<file path="src/rtl/uart_pkg.sv">
// Shared UART definitions: default FIFO depth, RX entry layout, trigger levels.
package uart_pkg;

    localparam int unsigned DEPTH_DEFAULT = 16;

    // One receive FIFO entry: character plus the error flags that came with it.
    typedef struct packed {
        logic       bi;
        logic       fe;
        logic       pe;
        logic [7:0] data;
    } rx_entry_t;

    // FCR[7:6] receive trigger-level encoding.
    typedef enum logic [1:0] {
        TRIG_1  = 2'b00,
        TRIG_4  = 2'b01,
        TRIG_8  = 2'b10,
        TRIG_14 = 2'b11
    } rx_trig_e;

    // Number of entries needed to raise the receive-data-available condition.
    function automatic logic [4:0] trig_level(input logic [1:0] thr);
        case (rx_trig_e'(thr))
            TRIG_1:  return 5'd1;
            TRIG_4:  return 5'd4;
            TRIG_8:  return 5'd8;
            default: return 5'd14;
        endcase
    endfunction

endpackage

</file>
<file path="src/rtl/uart_fifo_mem.sv">
// Register-array FIFO storage: synchronous write, asynchronous read.
module uart_fifo_mem #(
    parameter int unsigned DEPTH = 16,
    parameter int unsigned AW    = 4,
    parameter int unsigned W     = 8
) (
    input  logic          clk,
    input  logic          we,
    input  logic [AW-1:0] waddr,
    input  logic [W-1:0]  wdata,
    input  logic [AW-1:0] raddr,
    output logic [W-1:0]  rdata
);

    logic [W-1:0] mem [DEPTH];

    // Write port; contents need no reset since reads are masked while empty.
    always_ff @(posedge clk) begin
        if (we) begin
            mem[waddr] <= wdata;
        end
    end

    assign rdata = mem[raddr];

endmodule

</file>
<file path="src/rtl/uart_rx_fifo.sv">
// 16550-style receive FIFO with trigger level, overrun and error-in-FIFO status.
// Optional macro RX_FIFO_ERR_TRACK_EN: store per-entry pe/fe/bi and build errcnt.
module uart_rx_fifo
    import uart_pkg::*;
#(
    parameter int unsigned DEPTH = DEPTH_DEFAULT,
    parameter int unsigned AW    = 4
) (
    input  logic          clk,
    input  logic          rst,
    input  logic          fifo_en,
    input  logic          clr,
    input  logic [1:0]    thr,
    input  logic          push,
    input  logic [7:0]    din,
    input  logic          pe_in,
    input  logic          fe_in,
    input  logic          bi_in,
    input  logic          pop,
    input  logic          ovr_clr,
    output logic [7:0]    dout,
    output logic          dout_pe,
    output logic          dout_fe,
    output logic          dout_bi,
    output logic [AW:0]   count,
    output logic          empty,
    output logic          full,
    output logic          trig,
    output logic          overrun,
    output logic          err_in_fifo
);

`ifdef RX_FIFO_ERR_TRACK_EN
    localparam int unsigned EW = 11;
`else
    localparam int unsigned EW = 8;
`endif

    logic [AW-1:0] wp;
    logic [AW-1:0] rp;
    logic [AW:0]   cnt;
    logic          fifo_en_q;
    logic [AW:0]   cap;
    logic          flush;
    logic          do_push;
    logic          do_pop;
    logic          ovf;
    logic [EW-1:0] wdata;
    logic [EW-1:0] rdata;

    // Capacity follows the registered mode so it only changes together with a flush.
    assign cap     = fifo_en_q ? (AW+1)'(DEPTH) : (AW+1)'(1);
    assign empty   = (cnt == '0);
    assign full    = (cnt == cap);
    assign count   = cnt;
    assign flush   = clr || (fifo_en != fifo_en_q);
    assign do_pop  = pop && !empty && !flush;
    assign do_push = push && !flush && (!full || do_pop);
    assign ovf     = push && !flush && full && !do_pop;
    assign trig    = fifo_en_q ? (32'(cnt) >= 32'(trig_level(thr))) : !empty;

    uart_fifo_mem #(
        .DEPTH (DEPTH),
        .AW    (AW),
        .W     (EW)
    ) u_mem (
        .clk   (clk),
        .we    (do_push),
        .waddr (wp),
        .wdata (wdata),
        .raddr (rp),
        .rdata (rdata)
    );

    // Pointers, occupancy, mode tracking and sticky overrun.
    always_ff @(posedge clk or posedge rst) begin
        if (rst) begin
            wp        <= '0;
            rp        <= '0;
            cnt       <= '0;
            fifo_en_q <= 1'b0;
            overrun   <= 1'b0;
        end else begin
            fifo_en_q <= fifo_en;
            if (flush) begin
                wp  <= '0;
                rp  <= '0;
                cnt <= '0;
            end else begin
                if (do_push) wp <= wp + AW'(1);
                if (do_pop)  rp <= rp + AW'(1);
                if (do_push && !do_pop) cnt <= cnt + (AW+1)'(1);
                else if (do_pop && !do_push) cnt <= cnt - (AW+1)'(1);
            end
            if (ovf) overrun <= 1'b1;
            else if (ovr_clr) overrun <= 1'b0;
        end
    end

`ifdef RX_FIFO_ERR_TRACK_EN
    rx_entry_t   wr_ent;
    rx_entry_t   hd_ent;
    logic [AW:0] errcnt;
    logic        push_err;
    logic        pop_err;

    assign wr_ent   = '{bi: bi_in, fe: fe_in, pe: pe_in, data: din};
    assign wdata    = wr_ent;
    assign hd_ent   = rdata;
    assign push_err = do_push && (pe_in || fe_in || bi_in);
    assign pop_err  = do_pop && (hd_ent.pe || hd_ent.fe || hd_ent.bi);

    assign dout        = empty ? 8'h00 : hd_ent.data;
    assign dout_pe     = !empty && hd_ent.pe;
    assign dout_fe     = !empty && hd_ent.fe;
    assign dout_bi     = !empty && hd_ent.bi;
    assign err_in_fifo = (errcnt != '0);

    // Number of stored entries carrying any error flag.
    always_ff @(posedge clk or posedge rst) begin
        if (rst) begin
            errcnt <= '0;
        end else if (flush) begin
            errcnt <= '0;
        end else if (push_err && !pop_err) begin
            errcnt <= errcnt + (AW+1)'(1);
        end else if (pop_err && !push_err) begin
            errcnt <= errcnt - (AW+1)'(1);
        end
    end
`else
    logic unused_err_flags;

    assign unused_err_flags = pe_in ^ fe_in ^ bi_in;
    assign wdata            = din;
    assign dout             = empty ? 8'h00 : rdata;
    assign dout_pe          = 1'b0;
    assign dout_fe          = 1'b0;
    assign dout_bi          = 1'b0;
    assign err_in_fifo      = 1'b0;
`endif

endmodule

</file>
<file path="config.mk">
export PLATFORM = sky130hd
export DESIGN_NAME = uart_rx_fifo
export DESIGN_NICKNAME = d
export VERILOG_FILES = /design/src/rtl/uart_pkg.sv /design/src/rtl/uart_fifo_mem.sv /design/src/rtl/uart_rx_fifo.sv
export SDC_FILE = /design/constraint.sdc
export NUM_CORES = 1
export LEC_CHECK = 0
export BUFFER_PORTS_ARGS = -buffer_cell sky130_fd_sc_hd__buf_2
export CORE_ASPECT_RATIO = 1.4
export CORE_MARGIN = 4
export CORE_UTILIZATION = 30
export DETAILED_ROUTE_END_ITERATION = 7
export GPL_TIMING_DRIVEN = 0
export SYNTH_ARGS = -nofsm -noshare
export SYNTH_HDL_FRONTEND = slang
export SYNTH_SLANG_ARGS = --single-unit
</file>
<file path="constraint.sdc">
create_clock -name clk -period 6.2 [get_ports clk]
set_input_delay 0 -clock clk [delete_from_list [all_inputs] [get_ports clk]]
set_output_delay 0 -clock clk [all_outputs]
set_load 0.01 [all_outputs]
</file>
# Word level (Yosys, flattened, before mapping)
# Memories as Yosys holds them, arrays and structs flattened.
# Cells that the tools add are included.
dict set report word_totals {
  regBits 15
  mem_bits_rw 128
  out_inout_bits 21
  elab_cells 51
  n_memories 1
}
dict set report op_classes {
  addsub 4
  magnitude_cmp 1
  eq_ne 4
  muxes 15
  reduce_logical 21
}
# memory depth word_bits read_ports rd_ports_with_merged_regs write_ports line
set memory_table {}
lappend memory_table {u_mem.mem 16 8 1 0 1 uart_fifo_mem.sv:15} ;# logic [W-1:0] mem [DEPTH];
# op count
set ops {}
lappend ops {{5-bit two-way mux} 4}
lappend ops {{4-bit two-way mux} 4}
lappend ops {{4-bit one-hot mux with 3 select lines} 1}
lappend ops {{4-bit by 1-bit adder with 4-bit output, second input constant} 2}
lappend ops {{1-bit logical AND} 8}
lappend ops {{8-bit two-way mux} 1}
lappend ops {{2-bit nonzero test} 3}
lappend ops {{5-bit by 1-bit adder with 5-bit output, second input constant} 1}
lappend ops {{5-bit equality test} 1}
lappend ops {{5-bit >= comparator} 1}
lappend ops {{1-bit zero test} 5}
lappend ops {{5-bit zero test} 1}
lappend ops {{1-bit two-way mux} 5}
lappend ops {{5-bit by 1-bit subtractor with 5-bit output, second input constant} 1}
lappend ops {{3-bit nonzero test} 1}
lappend ops {{2-bit by 1-bit equality test with 1-bit output, second input constant} 1}
lappend ops {{2-bit equality test, second input constant} 1}
lappend ops {{2-bit zero test} 1}
lappend ops {{1-bit logical OR} 2}
lappend ops {{1-bit inequality test} 1}

# Depth between registers and ports, before layout
dict set report depth {
  depth_word 11
  depth_mapped 12
  mapped_depth_nobuf 10
}

# Cells and area by module
# Synthesis repeated with hierarchy kept, for this count alone.
dict set report unflattened {
  cells_unflattened 338
  area_unflattened_um2 6123.4
}
# module n_inst cells_per_inst area_each_um2 seq_area_each_um2
set by_module_without_submodules {}
lappend by_module_without_submodules {uart_fifo_mem 1 221 4987.3 3843.7}
lappend by_module_without_submodules {uart_rx_fifo 1 117 1136.1 375.4}

# Worst setup path before layout
# No wires, ideal clock.
dict set report synth_path {
  path_kind {reg2reg}
  start {register cnt[0], in the netlist count[0]}
  end {register cnt[4], in the netlist count[4]}
  setup_time_ns 0.088
  t_arrival_ns 2.796
  t_required_ns 6.112
  setup_slack_ns 3.316
  path_stages_with_launch 13
  n_path_buf 2
  synth_period_minus_slack_ns 2.884
  path_cell_list {dfrtp_1 buf_4 and3b_1 o21ai_0 o211a_1 buf_2 nand2_1 fa_1 a21o_1 a21o_1 and4_1 o21ai_0 nor3b_1}
}
dict set report synth_via {
  elab_chain_cells 9
  elab_cells_between_ends 18
  cone_classes {add/sub: 2; eq/ne: 1; mux: 3; reduce/logical: 12}
}
# item line
set synth_lines {}
lappend synth_lines {{start, declared} uart_rx_fifo.sv:41} ;# logic [AW:0] cnt;
lappend synth_lines {{start signal, assigned} uart_rx_fifo.sv:92} ;# if (do_push && !do_pop) cnt <= cnt + (AW+1)'(1);
lappend synth_lines {{start signal, assigned} uart_rx_fifo.sv:93} ;# else if (do_pop && !do_push) cnt <= cnt - (AW+1)'(1);
lappend synth_lines {{branches (longest 9 deep; another with 5-bit by 1-bit subtractor with 5-bit output)} n/a}
# Parallel ways; which one is timed is not known. The select of a mux whose other input is x is not followed.
# A chain may end at the register's enable or synchronous reset.

# Final worst setup path
# Same ends and word-level chain as after synthesis.

==> flow_summary.ini <==
[floorplan]
die_h_um = 177
die_x_um = 128
ios = 41
dieArea_sq_um = 22700
rows = 61
start_util_pct = 30.6
coreArea_sq_um = 19900

[power_and_ir_drop]
power.total_uw = 2300
leakagePower_uw = 0.00250
vdd_drop_max_mv = 0.167
powerDensity_nw_per_um2 = 318

[place]
io_buffers = 33
dp_slack_ps = 3030
dpl.hpwl_um = 8790
globalplace.congestion = 0.792

[worst_setup_path]
worstPathCellList = buf_4 > and3b_1 > o21ai_0 > o211a_1 > buf_2 > nand2_1 > fa_1 > a21o_1 > a21o_1 > and4_1 > o21ai_0 > nor3b_1
crit_required_ps = 6510
cp_max_fo = 10
path_delay_family = compound AO/OA/AOI/OAI gates
cp_slowest_stage_delay_ps = 470
critical_path_buf_inv_count = 2
reg2reg_setup_slack_ps = 2900
critPathSlowestCell = fa_1
r2r-start = count[0]
setup.worst_path.start = count[0]
start_kind = flop
worstPathArrival_ps = 3610
critPathKind = reg -> reg
endpoint_kind = flop

[clock_tree]
post_cts_buffers = 0
cts_made_buffers = 17
clk_path_buf_depth = 2
clkSinkCount = 143
cts_resized = 0
cts_hold_buf = 12
cts_root_buf = clkbuf_16
clk_latency_ps = 410
cts_tree = built
path_clk_slew_ps = 60
htreeDepth = 4

[sta]
period_minus_slack_ps = 3300
relSlewSlack_pct = 37.8
max_clock_freq_mhz = 303
fin_skew_ps = 9.02
fin_setup_tns_ps = 0
tightest_slew_ps = 934
setup_ws_ps = 2900
finalCritPeriodShare_pct = 53.2
rsz0062_at_grt = false
drv_slew = 0
setup_viol = 0
hold_violations = 0

[finish]
multi_input_area_sq_um = 1720
antennaDiodeCount = 0
final_common_cell = edfxtp_1
drive_gt1_share_pct = 30.4
final_cell_mix = edfxtp_1 (128), mux4_2 (40), buf_2 (35)
postLayoutCoreUtil_pct = 36.4
synthToLayoutAreaGrowth_pct = 19.2
n_fill_cell = 1821
nets = 426
seq_area_sq_um = 4220

[yosys]
muxShareOfSynthArea_pct = 15.8
synthFlopType = edfxtp_1
synth-edff-count = 128
yosysTopAreaCell = edfxtp_1
synthAdderAreaFrac_pct = 3.00
synth-xor-area-share_pct = 0.863
yosys.area.top_type_share_pct = 63.1
synth_seq_cells = 143
synthesis.area_sq_um = 6090
synth_top_family_by_area = multiplexers
synth-simple-area-share_pct = 6.21
synth_warnings = 0
synth_cells = 324
yosysSeqAreaShare_pct = 69.3
yosys-top-cells-area = edfxtp_1 (63%), mux4_2 (15%), dfrtp_1 (6.2%), ha_1 (2.7%), nor2b_1 (0.92%)
syn_avg_cell_area_sq_um = 18.8
async_flop_share_pct = 10.5
synth_compound_area_share_pct = 2.16
ys_types = 40

[run_status]
status = completed

[drt]
routed_wl_um = 12800
routed_via_density = 4.79
drtAntennaViolNets = 0
dr_total_vias = 3141
drc_errors = 0
firstDrtPassIters = 4
wl_per_cell_um = 19.5
drt_iter0_drc = 253

[global_routing]
grt_max_degree = 17
antenna_found_initial = 0
grt_pass1_vias = 3467
overflow = 0
grt_pass1_wl_um = 20200
grt_usage_pct = 12.1

[min_path]
worstHoldStart = clr
hold_class = in -> reg

[flow_run]
drv_cap = 0
==> routing by layer <==
layer  GRT usage, %  wire length [um]  vias to the layer above
li1               -                 -                     1421
met1           13.9              4910                     1608
met2           21.4              6940                       97
met3           3.00               728                       15
met4           4.65               227                        0
met5              0                 0                        -
==> state kept, by name, summed over array words and instances, names as in the netlist <==
| register | count |
|---|---|
| u_mem.mem | 128 |
| count | 5 |
| rp | 4 |
| wp | 4 |
| fifo_en_q | 1 |
| overrun | 1 |
==> cells by family (layout without fill, tap and decap cells) <==
kind of cell    count (synthesis)  after routing
compound gates                 18             18
other cells                     1              4
simple gates                   67             67
fa+ha+maj                      14             14
buf+inv                        29            106
mux                            46             46
xor+xnor                        6              6
flops                         143            143
==> worst min-delay path, stage by stage <==
cell     delay (ps)
buf_2            90
nor2_1          130
nand2_1         100
mux2i_1          60
==> power by group <==
| group | total, uW | switching (uW) | internal, uW | leakage, uW |
|---|---|---|---|---|
| Sequential | 1070 | 14.1 | 1060 | 0.00136 |
| Combinational | 292 | 155 | 137 | 0.000886 |
| Clock | 939 | 415 | 523 | 0.000255 |
| Total | 2300 | 584 | 1720 | 0.00250 |
==> layout make-up <==
class                   instances  area share, %
repair buffers                 46           4.03
clock inverters                14           1.71
flip-flops and latches        143           58.1
well taps                     252           4.34
inverters                       9          0.466
multi-input cells             155           23.8
plain buffers                  20           1.69
clock buffers                  17           5.86
==> cell usage after synthesis (all sizes together) (3+ instances only) <==
cell and instances:
mux4 40, edfxtp 128, nor3 5, and2 8, nor3b 3, mux2 3
a21oi 5, xnor2 4, buf 11, nor2b 9, inv 9, o21ai 5
mux2i 3, and3 4, and4 5, nand2 12, dfrtp 15, ha 13
nand3 3, clkbuf 9, nor2 10
==> per-stage QoR <==
| stage | hold slack (ps) | std cells | cell area (sq um) |
|---|---|---|---|
| after floorplan | -98.5 | 327 | 6100 |
| after global placement | 97.8 | 612 | 6580 |
| after detailed placement | 111 | 613 | 6590 |
| after CTS | 3.01 | 656 | 7260 |
| after global routing | 10.4 | 656 | 7260 |
| final | 20.1 | 656 | 7260 |
==> final timing paths <==
check | end | cells after the start
min in group asynchronous | count[0] | 3
max in group asynchronous | wp[3] | 3
hold / removal | count[1] | 4
setup / recovery | count[4] | 12
setup reg to reg | count[4] | 12
hold reg to reg | wp[1] | 2
Note: power is estimated with default switching activity, not from simulation.
